File: config.mk
export PLATFORM = sky130hd
export DESIGN_NAME = seq_pipe_elastic_2entry
export DESIGN_NICKNAME = d
export VERILOG_FILES = /design/src/rtl/seq_pipe_elastic_2entry_pkg.sv /design/src/rtl/seq_pipe_elastic_reg.sv /design/src/rtl/seq_pipe_elastic_2entry.sv
export SDC_FILE = /design/constraint.sdc
export NUM_CORES = 1
export LEC_CHECK = 0
export ABC_AREA = 1
export BUFFER_PORTS_ARGS = -buffer_cell sky130_fd_sc_hd__buf_4
export CORE_MARGIN = 2
export CORE_UTILIZATION = 57
export CTS_BUF_LIST = sky130_fd_sc_hd__clkbuf_8
export CTS_CLUSTER_DIAMETER = 50
export DETAILED_ROUTE_END_ITERATION = 12
export PLACE_DENSITY = 0.85
export SLEW_MARGIN = 20
export SYNTH_ARGS = -nofsm -noshare
export SYNTH_HDL_FRONTEND = slang
export SYNTH_SLANG_ARGS = --single-unit
export TNS_END_PERCENT = 1
File: constraint.sdc
create_clock -name clk -period 2.5 [get_ports clk]
set_input_delay 0.125 -clock clk [delete_from_list [all_inputs] [get_ports clk]]
set_output_delay 0.125 -clock clk [all_outputs]
set_load 0.005 [all_outputs]
File: src/rtl/seq_pipe_elastic_2entry_pkg.sv
// Shared types and constants for the two-entry elastic pipeline receiver.
package seq_pipe_elastic_2entry_pkg;

    // Default message width in bits.
    localparam int P_NBITS_DEFAULT = 8;

    // Buffer occupancy: the state is simply how many messages are held.
    typedef enum logic [1:0] {
        EMPTY = 2'd0,
        ONE   = 2'd1,
        FULL  = 2'd2
    } state_e;

endpackage

File: src/rtl/seq_pipe_elastic_reg.sv
// Enable register with synchronous active-low clear, used for the head and tail slots.
module seq_pipe_elastic_reg #(
    parameter int p_nbits = 8
) (
    input  logic               clk,
    input  logic               reset,
    input  logic               en_i,
    input  logic [p_nbits-1:0] d_i,
    output logic [p_nbits-1:0] q_o
);

    logic [p_nbits-1:0] data_q;

    // Load on enable; clear to zero while reset is held low.
    // NOTE: sequential state uses non-blocking (<=) so every flop samples pre-edge values.
    // NOTE: the data slot is cleared on reset because out_msg must read 0 after reset.
    always_ff @(posedge clk) begin
        if (!reset) begin
            data_q <= '0;
        end else if (en_i) begin
            data_q <= d_i;
        end
    end

    assign q_o = data_q;

endmodule

File: src/rtl/seq_pipe_elastic_2entry.sv
// Two-entry elastic receiver: val/rdy in, val/rdy out, strict FIFO order,
// all outputs driven from registers so no combinational path crosses the block.
module seq_pipe_elastic_2entry
    import seq_pipe_elastic_2entry_pkg::*;
#(
    parameter int p_nbits = P_NBITS_DEFAULT
) (
    input  logic               clk,
    input  logic               reset,
    input  logic               in_val,
    output logic               in_rdy,
    input  logic [p_nbits-1:0] in_msg,
    output logic               out_val,
    input  logic               out_rdy,
    output logic [p_nbits-1:0] out_msg
);

    state_e             state_q;
    state_e             state_d;
    logic               enq;
    logic               deq;
    logic               head_en;
    logic               tail_en;
    logic               head_from_tail;
    logic [p_nbits-1:0] head_d;
    logic [p_nbits-1:0] head_q;
    logic [p_nbits-1:0] tail_q;

    // Fired handshakes; in_rdy/out_val depend only on state_q.
    assign enq = in_val && in_rdy;
    assign deq = out_val && out_rdy;

    // Head loads either the incoming message or the promoted tail.
    assign head_d = head_from_tail ? tail_q : in_msg;

    // Occupancy register; reset overrides any simultaneous handshake.
    always_ff @(posedge clk) begin
        if (!reset) begin
            state_q <= EMPTY;
        end else begin
            state_q <= state_d;
        end
    end

    // Next occupancy and slot load enables from the fired handshakes.
    // NOTE: every signal gets a default first so no path leaves it unassigned (no latch).
    always_comb begin
        state_d        = state_q;
        head_en        = 1'b0;
        tail_en        = 1'b0;
        head_from_tail = 1'b0;
        case (state_q)
            EMPTY: begin
                if (enq) begin
                    state_d = ONE;
                    head_en = 1'b1;
                end
            end
            ONE: begin
                if (enq && !deq) begin
                    state_d = FULL;
                    tail_en = 1'b1;
                end else if (!enq && deq) begin
                    state_d = EMPTY;
                end else if (enq && deq) begin
                    // Pass-through: the new message replaces the departing head.
                    head_en = 1'b1;
                end
            end
            FULL: begin
                // in_rdy is low here, so only a dequeue can happen.
                if (deq) begin
                    state_d        = ONE;
                    head_en        = 1'b1;
                    head_from_tail = 1'b1;
                end
            end
            default: begin
                state_d = EMPTY;
            end
        endcase
    end

    // Registered-only outputs derived from occupancy and the head slot.
    always_comb begin
        in_rdy  = (state_q != FULL);
        out_val = (state_q != EMPTY);
        out_msg = head_q;
    end

    seq_pipe_elastic_reg #(
        .p_nbits (p_nbits)
    ) u_head (
        .clk   (clk),
        .reset (reset),
        .en_i  (head_en),
        .d_i   (head_d),
        .q_o   (head_q)
    );

    seq_pipe_elastic_reg #(
        .p_nbits (p_nbits)
    ) u_tail (
        .clk   (clk),
        .reset (reset),
        .en_i  (tail_en),
        .d_i   (in_msg),
        .q_o   (tail_q)
    );

endmodule

==> qor.csv <==
metric,value,unit
power.internal,0.4838,mW
max_freq,687.9,MHz
worst_ep_arrival_time,1330,ps
numPlacedInstances,148,
netSwitchingPower,0.1554,mW
pwr-share-clk,0.365,
syn-mean-instance-area,7.090,sq um
die_y,42.15,um
placement.setup.worst_slack,1247,ps
end_kind,output port,
finalSetupViolCount,0,
route.detailed.drc,0,
multiInputGateArea,409.1,sq um
number_of_antenna_violations_at_the_first_check_in_global_routing,0,
overflow,0,
synth_seq_cells,18,
final_net_count,150,
rsz0062_at_grt,no,
io_pins,22,
max_slew.worst_pin.slew,401.5,ps
final-max-slew-violation-count,0,
area_taken_by_flip_flops_and_latches,360.3,sq um
power.leakage,0.4679,nW
fp-row-count,13,
drt_iter0_markers,33,
stdcell_count,152,
fin_skew,7.248,ps
synth_ff_type,dfxtp_1,
grt_start_max_net_pins,18,
synth_async_sr_flop_share,0,
worstPathMaxFanout,11,
coreArea,1334,sq um
final_min_period_over_clock_period,0.5815,
cts_resized,0,
placement.io_buffers,21,
netlist_top_cells_area,"dfxtp_1 (43%), nand2_1 (13%), nor2_1 (7.7%)",
hold_slack,135.5,ps
max_cap_violations,0,
worst_setup_hold_path_clk_slew,70,ps
hold_path.class,in -> reg,
route.final.wire_length,1978,um
post_synth_most_frequent_cells,"nand2_1 (29), dfxtp_1 (18), nor2_1 (17), a21oi_1 (10)",
detail_route.first_pass.iterations,5,
setup_ws,1046,ps
power.density,622.3,nW/um^2
clock-sinks,18,
ctsHoldBuffers,0,
clk_latency,250,ps
proportion_of_synthesized_chip_area_in_sequential_cells,0.4344,
seq_power_share,0.490,
combinationalPowerShare,0.145,
die_w,42.15,um
vdd.ir_drop.worst,399.4,uV
first_global_vias,795,
die-area,1777,sq um
layout-area-overhead-vs-synth,23.83,%
syn_inst,117,
grt_first_pass_wirelength,3387,um
netlist.top_cell.by_area,dfxtp_1,
tns,0,ps
clock_tree_from_tritoncts,built,
critical_path.startpoint_type,flip-flop,
synth-warning-count,0,
setup.worst_path.class,reg -> out,
netSwitchingFraction,0.2431,
antenna_cells_inserted,0,
finalInstanceArea,1027,sq um
period_minus_slack,1454,ps
cts.repair_timing.setup_buffer_count,0,
syn_nets,129,
routedWlPerCell,13.01,um
clock_buffer_count_from_cts,3,
gr-usage-all-layers,0.2523,
detailed_place.area,972.2,sq um
initial_core_util,0.6220,
place_hpwl,1408,um
htreeDepth,1,
slew_headroom,0.7320,
vias_per_cell,5.684,
worst_ep_required_time,2380,ps
synth_cell_type_count,17,
finalHoldViolations,0,
mappedNetlistArea,829.5,sq um
cts_root_buffer,clkbuf_8,
gp_routability_congestion,0.8683,
postRouteAntennaNets,0,
dr_total_vias,864,
synthDominantCellAreaShare,0.4344,
clockBufferDepth,2,
drive_gt1_frac,0.2409,
synth-edff-count,0,
yosysMostFrequentCell,nand2_1,
filler_cell_count,115,
outcome,"complete, no violations",
==> worst max-delay path, stage by stage, from the launching register on <==
cell	delay [ps]
dfxtp_1	570
inv_1	160
nor2_1	150
inv_1	70
buf_4	130
==> logic make-up after synthesis <==
group	count (synthesis)	synth area share
simple gates	68	0.3786
compound gates	19	0.1146
flops	18	0.4344
buf+inv	12	0.07239
==> path summary, 6_finish.rpt <==
path                            cells after the start            end          start  slack, ps
worst min register to register                      2  u_head.q_o[6]  u_head.q_o[6]        480
worst min-delay path                                3  u_tail.q_o[0]      in_msg[0]        140
worst max-delay path                                4         in_rdy     state_q[1]       1050
worst max register to register                      4  u_head.q_o[2]     state_q[1]       1120
==> final cells by class <==
type                       count  share of cell area
clock buffer                   4             0.05359
inverter                       7             0.02558
multi-input combinational     87              0.3983
sequential                    18              0.3508
tap                           15             0.01827
timing repair buffer          21              0.1535
==> power by group through the flow <==
| stage | Sequential [mW] | Combinational (mW) | Clock (mW) |
|---|---|---|---|
| final | 0.313 | 0.0925 | 0.233 |
| after global routing | 0.315 | 0.104 | 0.251 |
| after CTS | 0.313 | 0.0923 | 0.239 |
| after detailed placement | 0.319 | 0.0907 | 0 |
| after global placement | 0.319 | 0.0877 | 0 |
| after floorplan | 0.317 | 0.0532 | 0 |
==> metal layers <==
metal	up-vias	GRT usage	routed length [um]
li1	428	-	-
met4	0	0.1500	84
met3	11	0.04310	112
met5	-	0	0
met1	386	0.2908	813
met2	39	0.4344	968
==> cell usage in the layout (no fill, tap or decap), drive strengths merged <==
master  netlist  layout
nand4         8       8
o21ai         9       9
nand3        11      11
a21oi        10      10
buf           5      21
dfxtp        18      18
nand2        31      31
clkbuf        0       4
inv           6       6
clkinv        1       1
nor2         18      18
==> sequential cells by signal (all words and copies together), names as in the netlist <==
signal,count
state_q,2
u_head.q_o,8
u_tail.q_o,8
==> metrics by stage <==
stage,power [mW],utilization
6_report,0.6392,0.7702
3_3_place_gp,0.4065,0.7289
3_5_place_dp,0.4100,0.7289
5_1_grt,0.6702,0.7702
4_1_cts,0.6439,0.7702
2_1_floorplan,0.3706,-
No activity file was read; power rests on OpenSTA's default activity.
